$ cat src/rtl/bcd_pkg.sv
// Shared types and digit arithmetic for the sequential binary-to-BCD converter.
package bcd_pkg;

   localparam int BCD_DIGIT_W = 4;

   typedef enum logic [1:0] {
      IDLE  = 2'd0,
      SHIFT = 2'd1,
      DONE  = 2'd2
   } state_t;

   function automatic logic [BCD_DIGIT_W-1:0] add3(input logic [BCD_DIGIT_W-1:0] d);
      return (d >= 4'd5) ? d + 4'd3 : d;
   endfunction

   // One double-dabble step for a digit: add-3 correction, then shift left with sin as new LSB.
   function automatic logic [BCD_DIGIT_W-1:0] dd_step(input logic [BCD_DIGIT_W-1:0] d,
                                                        input logic                   sin);
      logic [BCD_DIGIT_W-1:0] a;
      a = add3(d) << 1;
      return a | {{(BCD_DIGIT_W-1){1'b0}}, sin};
   endfunction

endpackage

$ cat src/rtl/bcd_digit_cell.sv
// One working BCD digit of the double-dabble shifter; cells chain LSB-to-MSB via sin/sout.
module bcd_digit_cell
   import bcd_pkg::*;
(
   input  logic                   clk,
   input  logic                   en,
   input  logic                   clr,
   input  logic                   sin,
   output logic                   sout,
   output logic [BCD_DIGIT_W-1:0] digit
);

   logic [BCD_DIGIT_W-1:0] a3;

   assign a3   = add3(digit);
   assign sout = a3[BCD_DIGIT_W-1];

   always_ff @(posedge clk) begin
      if (clr) begin
         digit <= '0;
      end else if (en) begin
         digit <= {a3[BCD_DIGIT_W-2:0], sin};
      end
   end

endmodule

$ cat src/rtl/bcd_seq_conv.sv
// Multi-cycle binary-to-BCD converter (double dabble, one shift per clock).
// Define BCD_LZB_EN to enable the registered leading-zero blanking mask on 'blank'.
module bcd_seq_conv
   import bcd_pkg::*;
#(
   parameter int BIN_W  = 15,
   parameter int DIGITS = 4
) (
   input  logic                          clk,
   input  logic                          rst_n,
   input  logic                          start,
   input  logic [BIN_W-1:0]              bin,
   output logic                          busy,
   output logic                          done,
   output logic [BCD_DIGIT_W*DIGITS-1:0] bcd,
   output logic                          overflow,
   output logic [DIGITS-1:0]             blank
);

   localparam int CNT_W = $clog2(BIN_W + 1);
   localparam int BCD_W = BCD_DIGIT_W * DIGITS;

   state_t               state, state_nxt;
   logic [CNT_W-1:0]     cnt;
   logic [BIN_W-1:0]     shreg;
   logic                 sticky;
   logic                 accept, shift_en, last;
   logic [DIGITS:0]      chain;
   logic [BCD_W-1:0]     work, work_nxt;

   logic                 busy_r, done_r, ovf_r;
   logic [BCD_W-1:0]     bcd_r;

   assign accept   = start && ((state == IDLE) || (state == DONE));
   assign shift_en = (state == SHIFT);
   assign last     = shift_en && (cnt == CNT_W'(1));
   assign chain[0] = shreg[BIN_W-1];

   for (genvar k = 0; k < DIGITS; k++) begin : g_digit
      bcd_digit_cell u_cell (
         .clk   (clk),
         .en    (shift_en),
         .clr   (accept),
         .sin   (chain[k]),
         .sout  (chain[k+1]),
         .digit (work[BCD_DIGIT_W*k +: BCD_DIGIT_W])
      );
      // Value the cell will hold after this shift; lets the result register in the same edge.
      assign work_nxt[BCD_DIGIT_W*k +: BCD_DIGIT_W] =
         dd_step(work[BCD_DIGIT_W*k +: BCD_DIGIT_W], chain[k]);
   end

   always_comb begin
      state_nxt = state;
      case (state)
         IDLE:    if (start) state_nxt = SHIFT;
         SHIFT:   if (cnt == CNT_W'(1)) state_nxt = DONE;
         DONE:    state_nxt = start ? SHIFT : IDLE;
         default: state_nxt = IDLE;
      endcase
   end

   always_ff @(posedge clk or negedge rst_n) begin
      if (!rst_n) begin
         state  <= IDLE;
         cnt    <= '0;
         sticky <= 1'b0;
      end else begin
         state <= state_nxt;
         if (accept) begin
            cnt    <= CNT_W'(BIN_W);
            sticky <= 1'b0;
         end else if (shift_en) begin
            cnt <= cnt - CNT_W'(1);
            if (chain[DIGITS]) sticky <= 1'b1;
         end
      end
   end

   always_ff @(posedge clk) begin
      if (accept) begin
         shreg <= bin;
      end else if (shift_en) begin
         shreg <= shreg << 1;
      end
   end

   // Output stage: results land on the edge that enters DONE and hold until the next one.
   always_ff @(posedge clk or negedge rst_n) begin
      if (!rst_n) begin
         busy_r <= 1'b0;
         done_r <= 1'b0;
         bcd_r  <= '0;
         ovf_r  <= 1'b0;
      end else begin
         busy_r <= (state_nxt == SHIFT);
         done_r <= (state_nxt == DONE);
         if (last) begin
            bcd_r <= work_nxt;
            ovf_r <= sticky | chain[DIGITS];
         end
      end
   end

   assign busy     = busy_r;
   assign done     = done_r;
   assign bcd      = bcd_r;
   assign overflow = ovf_r;

`ifdef BCD_LZB_EN
   logic [DIGITS-1:0] blank_nxt, blank_r;
   logic              zero_above;

   always_comb begin
      blank_nxt  = '0;
      zero_above = 1'b1;
      for (int k = DIGITS - 1; k >= 1; k--) begin
         zero_above   = zero_above && (work_nxt[BCD_DIGIT_W*k +: BCD_DIGIT_W] == '0);
         blank_nxt[k] = zero_above;
      end
   end

   always_ff @(posedge clk or negedge rst_n) begin
      if (!rst_n) begin
         blank_r <= '0;
      end else if (last) begin
         blank_r <= blank_nxt;
      end
   end

   assign blank = blank_r;
`else
   assign blank = '0;
`endif

endmodule
$ cat config.mk
export PLATFORM = sky130hd
export DESIGN_NAME = bcd_seq_conv
export DESIGN_NICKNAME = d
export VERILOG_FILES = /design/src/rtl/bcd_pkg.sv /design/src/rtl/bcd_digit_cell.sv /design/src/rtl/bcd_seq_conv.sv
export SDC_FILE = /design/constraint.sdc
export NUM_CORES = 1
export LEC_CHECK = 0
export ABC_AREA = 1
export CAP_MARGIN = 20
export CORE_ASPECT_RATIO = 1.2
export CORE_UTILIZATION = 35
export DETAILED_ROUTE_END_ITERATION = 7
export HOLD_SLACK_MARGIN = 0.15
export PLACE_DENSITY = 0.58
export SYNTH_ARGS = -nofsm -noshare
export SYNTH_HDL_FRONTEND = slang
export SYNTH_SLANG_ARGS = --single-unit
$ cat constraint.sdc
create_clock -name clk -period 1.2 [get_ports clk]
set_input_delay 0.24 -clock clk [delete_from_list [all_inputs] [get_ports clk]]
set_output_delay 0.24 -clock clk [all_outputs]
set_load 0.005 [all_outputs]
---- Word-level counts from Yosys, hierarchy flattened ----
Index checks and enable logic that the tools add are counted.
word-level totals
  word-level logic and storage cells ...... 53
  flip-flop bits (word level) ............. 57
  input port bits ......................... 18
  output and inout port bits .............. 23
cells by class
  bitwise gates (word level) .............. 5
  reductions and logical operators ........ 7
  $lt $le $gt $ge ......................... 4
  eq/ne operators ......................... 5
  add/sub/neg operators ................... 5
  muxes and demuxes ....................... 15
operators by type and width
  kind                 count
  $mux 15              2
  $mux 4               6
  $add 4x2->4 const B  4
  $ge 4x3->1 const B   4
  $or 4x1->4           4
  $pmux 2 s3           1
  $eq 2x1->1 const B   2
  $eq 2x2->1 const B   2
  $eq 4x1->1 const B   1
  $mux 1               4
  $mux 2               2
  $reduce_bool 2->1    2
  $sub 4x1->4 const B  1
  $logic_and 1x1->1    2
  $logic_not 2->1      1
  $reduce_and 2->1     1
  $logic_or 1x1->1     1
  $or 1x1->1           1

---- Longest topological paths before layout ----
  depth in word-level cells ............... 5
  depth in mapped cells ................... 8
  gate-level depth less buffers ........... 8

---- Cells and area by module ----
Synthesis repeated with hierarchy kept, for this count alone.
unflattened totals
  cells, all modules ...................... 386
  area, all modules ....................... 3,065.4 sq um
by module, submodules not included
  module          cells an instance  instances  seq. area each (sq um)  area each (sq um)
  bcd_seq_conv    238                1          1,101.1                 2,079.5
  bcd_digit_cell  37                 4          80.1                    246.5

---- Least setup slack after synthesis ----
No wires, ideal clock.
  path kind ............................... register to register
  start point ............................. register state[1]
  end point ............................... register g_digit[3].u_cell.digit[2]
  data arrival time ....................... 1,209 ps
  required time ........................... 1,086 ps
  stages on the path, launching flop included .. 8
  path slack .............................. -123 ps
  path buffers ............................ 1
  library setup time ...................... 114 ps
  period minus slack after synthesis ...... 1,323 ps
  path through ............................ dfrtp_1 nor2_4 inv_4 nand2_2 inv_2 buf_2 nand2_1 nand2_1
on the way
  longest elaborated chain between the ends .. 3
  elaborated cells between the ends (all ways) .. 5
  those cells by class .................... 2 x eq/ne; 3 x reduce/logical
RTL lines
  item                                           line                  text
  start, declared                                bcd_seq_conv.sv:23    state_t state, state_nxt;
  start signal, assigned                         bcd_seq_conv.sv:69    state <= state_nxt;
  $eq 2x2->1 or $logic_not 2->1 (tied branches)  bcd_seq_conv.sv:34    assign accept = start && ((state == IDLE) || (state == DONE));
  $logic_or 1x1->1                               bcd_seq_conv.sv:34
  $logic_and 1x1->1                              bcd_seq_conv.sv:34
  end signal, assigned                           bcd_digit_cell.sv:22  digit <= {a3[BCD_DIGIT_W-2:0], sin};
  end, declared                                  bcd_digit_cell.sv:10  output logic [BCD_DIGIT_W-1:0] digit
Parallel ways exist; a longest one is shown, timed or not.
A chain may end at the register's enable or synchronous reset.

---- Worst setup path after layout ----
  start point ............................. register g_digit[1].u_cell.digit[1]
  end point ............................... register g_digit[1].u_cell.digit[2]
on the way
  longest elaborated chain between the ends .. 2
  elaborated cells between the ends (all ways) .. 3
  those cells by class .................... 1 x add/sub; 1 x order compare; 1 x mux
RTL lines
  item                                       line                  text
  start, declared                            bcd_digit_cell.sv:10
  start signal, assigned                     bcd_digit_cell.sv:22
  $add 4x2->4 or $ge 4x3->1 (tied branches)  bcd_pkg.sv:13         return (d >= 4'd5) ? d + 4'd3 : d;
  $mux 4 (*)                                 bcd_pkg.sv:13
Every way passes the cells marked *; elsewhere a longest branch is shown, timed or not.

==> qor.csv <==
metric;value;unit
synth unique cells;26;
WS Path Type;register to register;
DR iter-0 viols;105;
synthesis-to-finish area growth;49.6;%
# port buffers;36;
core area;7270;µm²
most frequent CP cell;nand3_1;
final WL;6440;µm
Net Sw Frac;0.394;
Worst R2R Path Depth;7;
Slew Viols, Final;0;
cells after synthesis;314;
initial antenna violation count;0;
Post-synth EDFFs;15;
Mean Syn Cell Area;8.44;µm²
status;finished, violations left;
drt wl/cell;12.9;µm
Warnings, synthesis;0;
Cell Area, Synth;2650;µm²
DP HPWL;3940;µm
# diodes;0;
Reg clk slew, reported paths;70;ps
Final WS setup;-108;ps
CTS tree;yes;
Leak;1.91;nW
number of iterations in the first detailed-routing pass;4;
first-pass GRT wire length;10100;µm
clock root buffer;clkbuf_8;
Final Skew;7.33;ps
Max IR drop VDD;1.11;mV
Total Neg Setup Slack;-1030;ps
final period utilization;1.09;
die height;97.3;µm
vias per std cell;4.82;
f_max;765;MHz
CP max-delay cell;dfxtp_2;
row count;34;
Met3 Routed Length;220;µm
Longest Clk Path Bufs;2;
top post-synthesis cells by count;nand2_1 (127), nand3_1 (32), dfrtp_1 (26), inv_1 (26), o21ai_0 (18);
largest net degree at the start of global routing;27;
count leader, synth;nand2_1;
CP peak stage delay;320;ps
Total GRT Usage;0.167;
Synth Flop Type;dfrtp_1;
Initial Util;0.364;
Hold-fix buffers, CTS;0;
Top Family by Delay on Critical Path;simple AND/OR/NAND/NOR gates;
Psw;4.43;mW
MaxCap Viol Count;0;
FF-to-FF Start;g_digit[1].u_cell.digit[1];
share of cells above drive strength 1;0.331;
Hold Crit Class;input port to asynchronous set/reset pin;
min cycle time layout;1310;ps
biggest area consumer among synthesized cells;dfrtp_1;
top routing layer in use;met4;
vias in the first global route;2317;
Vias;2401;
die area;7930;µm²
H-tree depth;3;
Final Hold Vio Count;0;
power share of the combinational group;0.519;
sequential share of the synthesized area;0.536;
crit path max fanout;3;
die span in x;81.4;µm
Inserted Clock Buffers;9;
Worst setup SP type;register;
Final ANT Viol Nets;0;
Sequential Power Share;0.327;
flop2flop setup slack;-110;ps
Worst EP arrival;1530;ps
DR WL met2;3230;µm
CP Buf/Inv Count;2;
wire length on met1;2800;µm
final setup vio count;21;
Synth top area share;0.246;
Synth Register Bits;57;
Post-synth ARST share;0.456;
Synth area leaders;dfrtp_1 (25%), nand2_1 (18%), edfxtp_1 (17%), dfxtp_1 (12%), nand3_1 (6.0%);
Power Internal;6.81;mW
Critical Path RT;1420;ps
NumNets Final;431;
I/O pins;41;
Clock Sink Count;57;
pre-CTS setup slack;-278;ps
clock power share;0.154;
Crit Reg-Reg Endpoint;g_digit[1].u_cell.digit[2];
GR Overflow Total;0;
Placer Congestion;0.765;
DRC;0;
P per Cell Area;2830;nW/µm²
failing checks;negative setup slack;
CP endpoint kind;register;
worst skew pair latency;330;ps
RSZ-0062 raised after global routing;yes;
CP Cell Sequence;inv_2 -> ha_4 -> inv_4 -> o21ai_4 -> nand3_1 -> nand3_1 -> nand2_1;
[worst register-to-register path, stage by stage (launching register included)]
cell and delay (ps):
dfxtp_2 320, inv_2 100, ha_4 170, inv_4 50, o21ai_4 210, nand3_1 150, nand3_1 140, nand2_1 60
[sequential cells by signal (all words and copies together), names as in the netlist]
| signal | count |
|---|---|
| done | 1 |
| busy | 1 |
| overflow | 1 |
| sticky | 1 |
| cnt | 4 |
| state | 2 |
| g_digit.u_cell.digit | 16 |
| shreg | 15 |
| bcd | 16 |
[layout by cell type, fill, tap and decap left out, types with 6 or more instances in the layout]
| cell | n |
|---|---|
| buf_4 | 40 |
| inv_2 | 11 |
| nand3_1 | 21 |
| a21oi_1 | 7 |
| clkbuf_8 | 10 |
| nand2_1 | 116 |
| nand2_2 | 9 |
| o21ai_0 | 12 |
| a21oi_2 | 6 |
| dfxtp_1 | 10 |
| edfxtp_1 | 15 |
| buf_12 | 6 |
| clkdlybuf4s15_1 | 15 |
| dfrtp_1 | 26 |
| inv_1 | 13 |
| nand3_2 | 11 |
| clkdlybuf4s50_1 | 17 |
[kinds of logic after synthesis]
kind of cell / share of synthesized area
buffers and inverters: 0.0741
AOI/OAI and AO/OA: 0.0760
and+or+nand+nor: 0.265
other: 0.00142
adders and majority gates: 0.0472
DFF: 0.536
[metal layers]
metal,global-route usage,vias to the layer above
met5,0,-
met4,0.0783,0
met3,0.0366,17
met2,0.274,58
met1,0.202,1138
li1,-,1188
[layout make-up]
cell class              instances  area (µm²)
clock buffers                  12         145
clock inverters                 4        42.5
fillers                       655        3310
inverters                      31         139
repair buffers                 86         806
well taps                      90         113
flip-flops and latches         57        1430
multi-input cells             218        1290
[through the flow]
stage / total power, mW / hold WS [ps] / std cells / instance area (µm²) / util
4_1_cts: 10.5 / 269 / 495 / 3820 / 0.525
3_5_place_dp: 8.20 / 470 / 463 / 3360 / 0.461
3_3_place_gp: 8.05 / 463 / 463 / 3360 / 0.461
2_1_floorplan: 6.20 / -55.6 / 317 / 2690 / -
5_1_grt: 12.1 / 279 / 498 / 3970 / 0.545
6_report: 11.2 / 267 / 498 / 3970 / 0.545
[power by group through the flow]
stage	sequential [mW]	clock, mW	combinational [mW]
finish	3.68	1.73	5.83
global route	3.79	1.85	6.50
CTS	3.61	1.77	5.12
detailed placement	3.60	0	4.59
global placement	3.58	0	4.47
floorplan	3.58	0	2.61
[worst max path at each step]
| stage | startpoint | endpoint | slack (ps) | cells after the start |
|---|---|---|---|---|
| 2_1_floorplan | cnt[1] | bcd[12] | -50 | 8 |
| 3_3_place_gp | start | shreg[5] | -250 | 5 |
| 4_1_cts | cnt[1] | bcd[13] | -90 | 8 |
| 3_5_place_dp | start | shreg[10] | -280 | 5 |
| 6_report | g_digit[1].u_cell.digit[1] | g_digit[1].u_cell.digit[2] | -110 | 7 |
| 5_1_grt | g_digit[1].u_cell.digit[1] | g_digit[1].u_cell.digit[2] | -170 | 7 |
[timing repair]
action                                  CTS  global route
gates cloned                              1             0
endpoints found under the setup margin   51            59
resized for setup                        73            54
buffers inserted                         15             4
pin swaps                                20            13
No activity file was read; power rests on OpenSTA's default activity.
